===== src/rtl/regfile_wb_ctrl.sv =====
`timescale 1ns/1ps
// Write-back port owner for an 8x8 register file: round-robin ALU/MEM arbiter plus RAW/WAW scoreboard.
// Accept in N -> rf_en in N+1, pending clears end of N+1; at most one wb ready per cycle, issue stalls while a source/dest is pending.
module regfile_wb_ctrl #(
    parameter int DATA_W = 8,
    parameter int ADDR_W = 3
) (
    input  logic                       clk,
    input  logic                       rst,
    input  logic                       issue_valid,
    output logic                       issue_ready,
    input  logic [ADDR_W-1:0]          issue_rs1,
    input  logic [ADDR_W-1:0]          issue_rs2,
    input  logic [ADDR_W-1:0]          issue_rd,
    input  logic                       issue_has_rd,
    input  logic                       alu_wb_valid,
    output logic                       alu_wb_ready,
    input  logic [ADDR_W-1:0]          alu_wb_addr,
    input  logic [DATA_W-1:0]          alu_wb_data,
    input  logic                       mem_wb_valid,
    output logic                       mem_wb_ready,
    input  logic [ADDR_W-1:0]          mem_wb_addr,
    input  logic [DATA_W-1:0]          mem_wb_data,
    output logic                       rf_en,
    output logic [ADDR_W-1:0]          rf_write_addr,
    output logic [DATA_W-1:0]          rf_write_data,
    output logic [(1<<ADDR_W)-1:0]     pending,
    output logic                       err,
    output logic                       idle
);
    localparam int NREGS = 1 << ADDR_W;

    typedef enum logic {SRC_ALU = 1'b0, SRC_MEM = 1'b1} src_t;

    src_t              last_grant;
    logic [NREGS-1:0]  pend_q;
    logic [NREGS-1:0]  pend_d;
    logic              en_q;
    logic              clr_q;
    logic [ADDR_W-1:0] wr_addr_q;
    logic [DATA_W-1:0] wr_data_q;
    logic              err_q;
    logic              grant_alu;
    logic              grant_mem;
    logic              accept;
    logic              fire;
    logic [ADDR_W-1:0] acc_addr;
    logic [DATA_W-1:0] acc_data;

    always_comb begin
        grant_alu   = 1'b0;
        grant_mem   = 1'b0;
        acc_addr    = alu_wb_addr;
        acc_data    = alu_wb_data;
        issue_ready = !pend_q[issue_rs1] && !pend_q[issue_rs2] &&
                      !(issue_has_rd && pend_q[issue_rd]);
        fire        = issue_valid && issue_ready;
        // Nothing is accepted during reset: it would be discarded anyway.
        if (!rst) begin
            grant_alu = alu_wb_valid && (!mem_wb_valid || last_grant == SRC_MEM);
            grant_mem = mem_wb_valid && !grant_alu;
        end
        if (grant_mem) begin
            acc_addr = mem_wb_addr;
            acc_data = mem_wb_data;
        end
        accept = grant_alu || grant_mem;

        pend_d = pend_q;
        // A commit that was never scoreboarded must not clear a bit set by a later issue.
        if (en_q && clr_q) pend_d[wr_addr_q] = 1'b0;
        if (fire && issue_has_rd) pend_d[issue_rd] = 1'b1;
    end

    always_ff @(posedge clk) begin
        if (rst) begin
            pend_q     <= '0;
            en_q       <= 1'b0;
            clr_q      <= 1'b0;
            wr_addr_q  <= '0;
            wr_data_q  <= '0;
            err_q      <= 1'b0;
            last_grant <= SRC_MEM;
        end else begin
            pend_q <= pend_d;
            en_q   <= accept;
            if (accept) begin
                wr_addr_q  <= acc_addr;
                wr_data_q  <= acc_data;
                clr_q      <= pend_q[acc_addr];
                last_grant <= grant_mem ? SRC_MEM : SRC_ALU;
                if (!pend_q[acc_addr]) err_q <= 1'b1;
            end
        end
    end

    assign alu_wb_ready  = grant_alu;
    assign mem_wb_ready  = grant_mem;
    assign rf_en         = en_q && !rst;
    assign rf_write_addr = wr_addr_q;
    assign rf_write_data = wr_data_q;
    assign pending       = pend_q;
    assign err           = err_q;
    assign idle          = (pend_q == '0) && !rf_en;
endmodule


===== config.mk =====
export PLATFORM = sky130hd
export DESIGN_NAME = regfile_wb_ctrl
export DESIGN_NICKNAME = d
export VERILOG_FILES = /design/src/rtl/regfile_wb_ctrl.sv
export SDC_FILE = /design/constraint.sdc
export NUM_CORES = 1
export LEC_CHECK = 0
export CORE_MARGIN = 2
export CORE_UTILIZATION = 32
export CTS_CLUSTER_DIAMETER = 40
export DETAILED_ROUTE_END_ITERATION = 10
export MAX_ROUTING_LAYER = met4
export PLACE_DENSITY_LB_ADDON = 0.08
export SLEW_MARGIN = 30
export SYNTH_ARGS = -nofsm -noshare
export SYNTH_HDL_FRONTEND = slang
export SYNTH_SLANG_ARGS = --single-unit

===== constraint.sdc =====
create_clock -name clk -period 3.54 [get_ports clk]
set_clock_uncertainty 0.2 [all_clocks]
set_input_delay 0.531 -clock clk [delete_from_list [all_inputs] [get_ports clk]]
set_output_delay 0.531 -clock clk [all_outputs]
set_load 0.1 [all_outputs]

# [Word-level counts from Yosys, hierarchy flattened]
# Cells that the tools add are included.
[totals] out_inout_bits=25 ff_bits=23
[op_classes] n_reduce_logical=23 mux=19 n_lt_le_gt_ge=7 bitwise_logic=4
[ops] op="$mux 8" count=3
[ops] op="$lt 3x4->1 const B" count=5
[ops] op="$bmux 1 s3" count=4
[ops] op="$logic_and 1x1->1" count=12
[ops] op="$mux 1" count=9
[ops] op="$and 8x8->8" count=1
[ops] op="$logic_not 8->1" count=1
[ops] op="$not 8->8" count=1
[ops] op="$or 8x8->8" count=1
[ops] op="$logic_not 1->1" count=7
[ops] op="$demux 1 s3" count=2
[ops] op="$ge 3x1->1 const B" count=2
[ops] op="$mux 3" count=1
[ops] op="$logic_or 1x1->1" count=2
[ops] op="$reduce_and 2->1" count=1
[ops] op="$not 1->1" count=1

# [Depth between registers and ports, before layout]
[logic_depth] word_depth=11 ltp_mapped=5

# [Least setup slack after synthesis]
# Ideal clock, no wire load.
[synth_timing] path_kind="register to output" start="register pend_q[1], in the netlist pending[1]" end="output port idle" stages_incl_launch_ff=3 t_required_ns=2.809 arrival_ns=3.487 path_slack_ns=-0.678 cell_sequence="dfxtp_1 or4_2 nor3_1"
[synth_via] elab_chain_cells=2
[synth_lines] item="start: declaration" line="36" rtl="logic [NREGS-1:0] pend_q;"
[synth_lines] item="start signal: assignment" line="85" rtl="pend_q <= pend_d;"
[synth_lines] item="$logic_not 8->1" line="104" rtl="assign idle = (pend_q == '0) && !rf_en;"
[synth_lines] item="$logic_and 1x1->1" line="104"
[synth_lines] item="end: declaration" line="29" rtl="output logic idle"
# No other way between the ends.

# [Worst setup path after layout]
[layout_timing] start="input port issue_rd[0]" end="output port issue_ready"
[layout_via] elab_chain_cells=5
[layout_lines] item="start: declaration" line="14" rtl="input logic [ADDR_W-1:0] issue_rd,"
[layout_lines] item="$bmux 1 s3" line="56" rtl="!(issue_has_rd && pend_q[issue_rd]);"
[layout_lines] item="$mux 1 (not written as such)" line="56"
[layout_lines] item="$logic_and 1x1->1" line="56"
[layout_lines] item="$logic_not 1->1" line="56"
[layout_lines] item="$logic_and 1x1->1" line="55" rtl="issue_ready = !pend_q[issue_rs1] && !pend_q[issue_rs2] &&"
[layout_lines] item="end: declaration" line="11" rtl="output logic issue_ready,"
# No other way between the ends. The select of a mux whose other input is x is not followed.

==> results.sh <==
export IMPL_status="complete, no violations"
export IMPL_crit_fanout=12
export IMPL_track_usage_pct=19.2
export IMPL_nNetsFinal=260
export IMPL_ctsRootBufferMaster="clkbuf_8"
export IMPL_yosysSeqAreaShare_pct=32.0
export IMPL_netlist_top_cells_count="23 x dfxtp_1, 15 x nor2_1, 14 x nand2_1"
export IMPL_vias=1592
export IMPL_antenna_found_initial=0
export IMPL_cp_startpoint="issue_rd[0]"
export IMPL_cts_tree="built"
export IMPL_grt_setup_unrepaired="false"
export IMPL_place_inst=270
export IMPL_syn_to_final_growth_pct=53.5
export IMPL_cts_setup_buffers=0
export IMPL_cts_inserted_buffers=3
export IMPL_synth_edf_count=0
export IMPL_synth_avg_cell_area_sq_um=8.82
export IMPL_grt_ovfl_total=0
export IMPL_power_internal_uw=462
export IMPL_die_width_microns=71.0
export IMPL_crit_path_end_kind="primary output"
export IMPL_wirelength_mm=4.57
export IMPL_maxCapViolCount=0
export IMPL_synth_async_reset_ratio_pct=0
export IMPL_p_sw_uw=309
export IMPL_netlist_area_sq_um=1440
export IMPL_fin_hold_ws_ns=0.305
export IMPL_floorplan_rows=24
export IMPL_seq_area_sq_um=465
export IMPL_arrival_ns=2.37
export IMPL_insertion_delay_ns=0.27
export IMPL_routabilityCongestion=0.936
export IMPL_setup_ws_ns=0.440
export IMPL_num_io_pins=62
export IMPL_synth_top_cells_by_area="dfxtp_1 32%, mux4_1 11%, a311oi_1 6.1%"
export IMPL_core_sq_um=4350
export IMPL_finalSetupTns_ns=0
export IMPL_htreeDepth=1
export IMPL_die_y_microns=71.0
export IMPL_drc=0
export IMPL_postCtsHoldBufs=0
export IMPL_yosys_area_top_type_share_pct=32.0
export IMPL_dp_hpwl_mm=3.38
export IMPL_wire_per_inst_microns=16.7
export IMPL_synthCells=163
export IMPL_p_leak_uw=0.000812
export IMPL_slew_viol_final=0
export IMPL_n_antenna_cell=0
export IMPL_finalHoldViolations=0
export IMPL_synth_most_common_cell="dfxtp_1"
export IMPL_worstHoldPathType="flip-flop to flip-flop"
export IMPL_clkPwrFrac_pct=22.3
export IMPL_setup_worst_path_start_class="primary input"
export IMPL_synth_cell_types=38
export IMPL_drt_iter0_markers=102
export IMPL_required_ns=2.81
export IMPL_power_frac_seq_pct=37.7
export IMPL_finalCritPeriodShare_pct=87.6
export IMPL_fillerInstances=393
export IMPL_path_class="primary input to primary output"
export IMPL_layout_drive_gt1_share_pct=15.3
export IMPL_maxSlewHeadroom_pct=32.7
export IMPL_grt_pass1_vias=1480
export IMPL_tightestPinTransition_ns=1.01
export IMPL_yosysTopAreaCell="dfxtp_1"
export IMPL_ir_worst_vdd_mv=0.202
export IMPL_clock_path_buffers=2
export IMPL_ys_ff_latch=23
export IMPL_cts_sinks=23
export IMPL_p_sw_share_pct=40.1
export IMPL_stdcell_count=274
export IMPL_yosys_most_used_dff="dfxtp_1"
export IMPL_utilization_pct=50.7
export IMPL_synth_nets=200
export IMPL_fin_crit_ns=3.10
export IMPL_viasPerCell=5.81
export IMPL_firstDrtPassIters=4
export IMPL_cellPowerDensity_nw_per_um2=350
export IMPL_reg2reg_from="pending[5]"
export IMPL_start_util_pct=33.0
export IMPL_portBuffers=61
export IMPL_multi_input_area_sq_um=932
export IMPL_place_ws_ns=0.437
export IMPL_ys_warn_count=0
export IMPL_max_freq_ghz=0.323
export IMPL_clkTransAtPathRegs_ns=0.09
export IMPL_cts_resized=0
export IMPL_setup_viol_count_final=0
export IMPL_grt_pass1_wl_mm=7.40
export IMPL_dieArea_sq_um=5040
export IMPL_comb_power_share_pct=40.0
export IMPL_grt_max_degree=24
export IMPL_ant_nets=0
export IMPL_hp_start="rf_write_data[6]"
final timing paths:
check,endpoint,slack (ns),depth (start not counted)
hold reg to reg,rf_write_data[6],0.31,2
setup / recovery,issue_ready,0.44,6
setup reg to reg,pending[1],1.45,4
hold / removal,rf_write_data[6],0.31,2
sequential cells by signal, summed over array words and instances (netlist names):
name	count
pending	8
en_q	1
last_grant	1
clr_q	1
rf_write_addr	3
rf_write_data	8
err	1
power groups by stage:
stage | combinational, uW | sequential (uW) | clock (uW)
floorplan | 105 | 387 | 0
global placement | 306 | 295 | 0
detailed placement | 309 | 296 | 0
CTS | 310 | 291 | 176
global route | 323 | 294 | 188
finish | 308 | 291 | 172
final cells by class:
cell class / count / area share (%)
tap: 52 / 2.95
multi-input combinational: 124 / 42.2
sequential: 23 / 21.1
timing repair buffer: 65 / 30.6
inverter: 6 / 1.02
clock buffer: 3 / 1.87
clock inverter: 1 / 0.227
layer usage:
layer / wire [microns] / up-vias / global-route usage [%]
met1: 1990 / 753 / 23.8
met4: 69 / 0 / 6.71
li1: - / 761 / -
met3: 310 / 7 / 3.70
met2: 2200 / 71 / 31.2
met5: 0 / - / -
layout by cell type (no fill, tap or decap), types with 4 or more instances in the layout:
cell,count
buf_4,10
nand2b_1,5
mux4_1,6
o211ai_1,7
nand3_1,5
inv_1,6
nand2_1,14
or4_1,5
a311oi_1,10
o21ai_0,13
mux2i_1,4
buf_12,5
dfxtp_2,4
clkdlybuf4s50_1,50
dfxtp_1,19
nor2_1,15
through the flow:
step | total power (uW) | cell area (sq um)
final | 772 | 2210
after global routing | 805 | 2210
after CTS | 776 | 2210
after detailed placement | 605 | 2160
after global placement | 601 | 2160
after floorplan | 492 | 1460
cell families (layout without fill, tap and decap cells):
kind of cell           count (synthesis)  in the layout  share of synthesized area [%]
muxes                                 12             12                           15.3
DFF                                   23             23                           32.0
AOI/OAI and AO/OA                     52             52                           26.8
buffers and inverters                 16             75                           4.26
and+or+nand+nor                       60             60                           21.6
critical path, cell delays in order:
cell and delay [ns]:
clkdlybuf4s50_1 0.68, nand2b_1 0.20, o221ai_1 0.18, a221o_1 0.38
a21oi_2 0.19, buf_12 0.19
(Power assumes the default switching activity.)
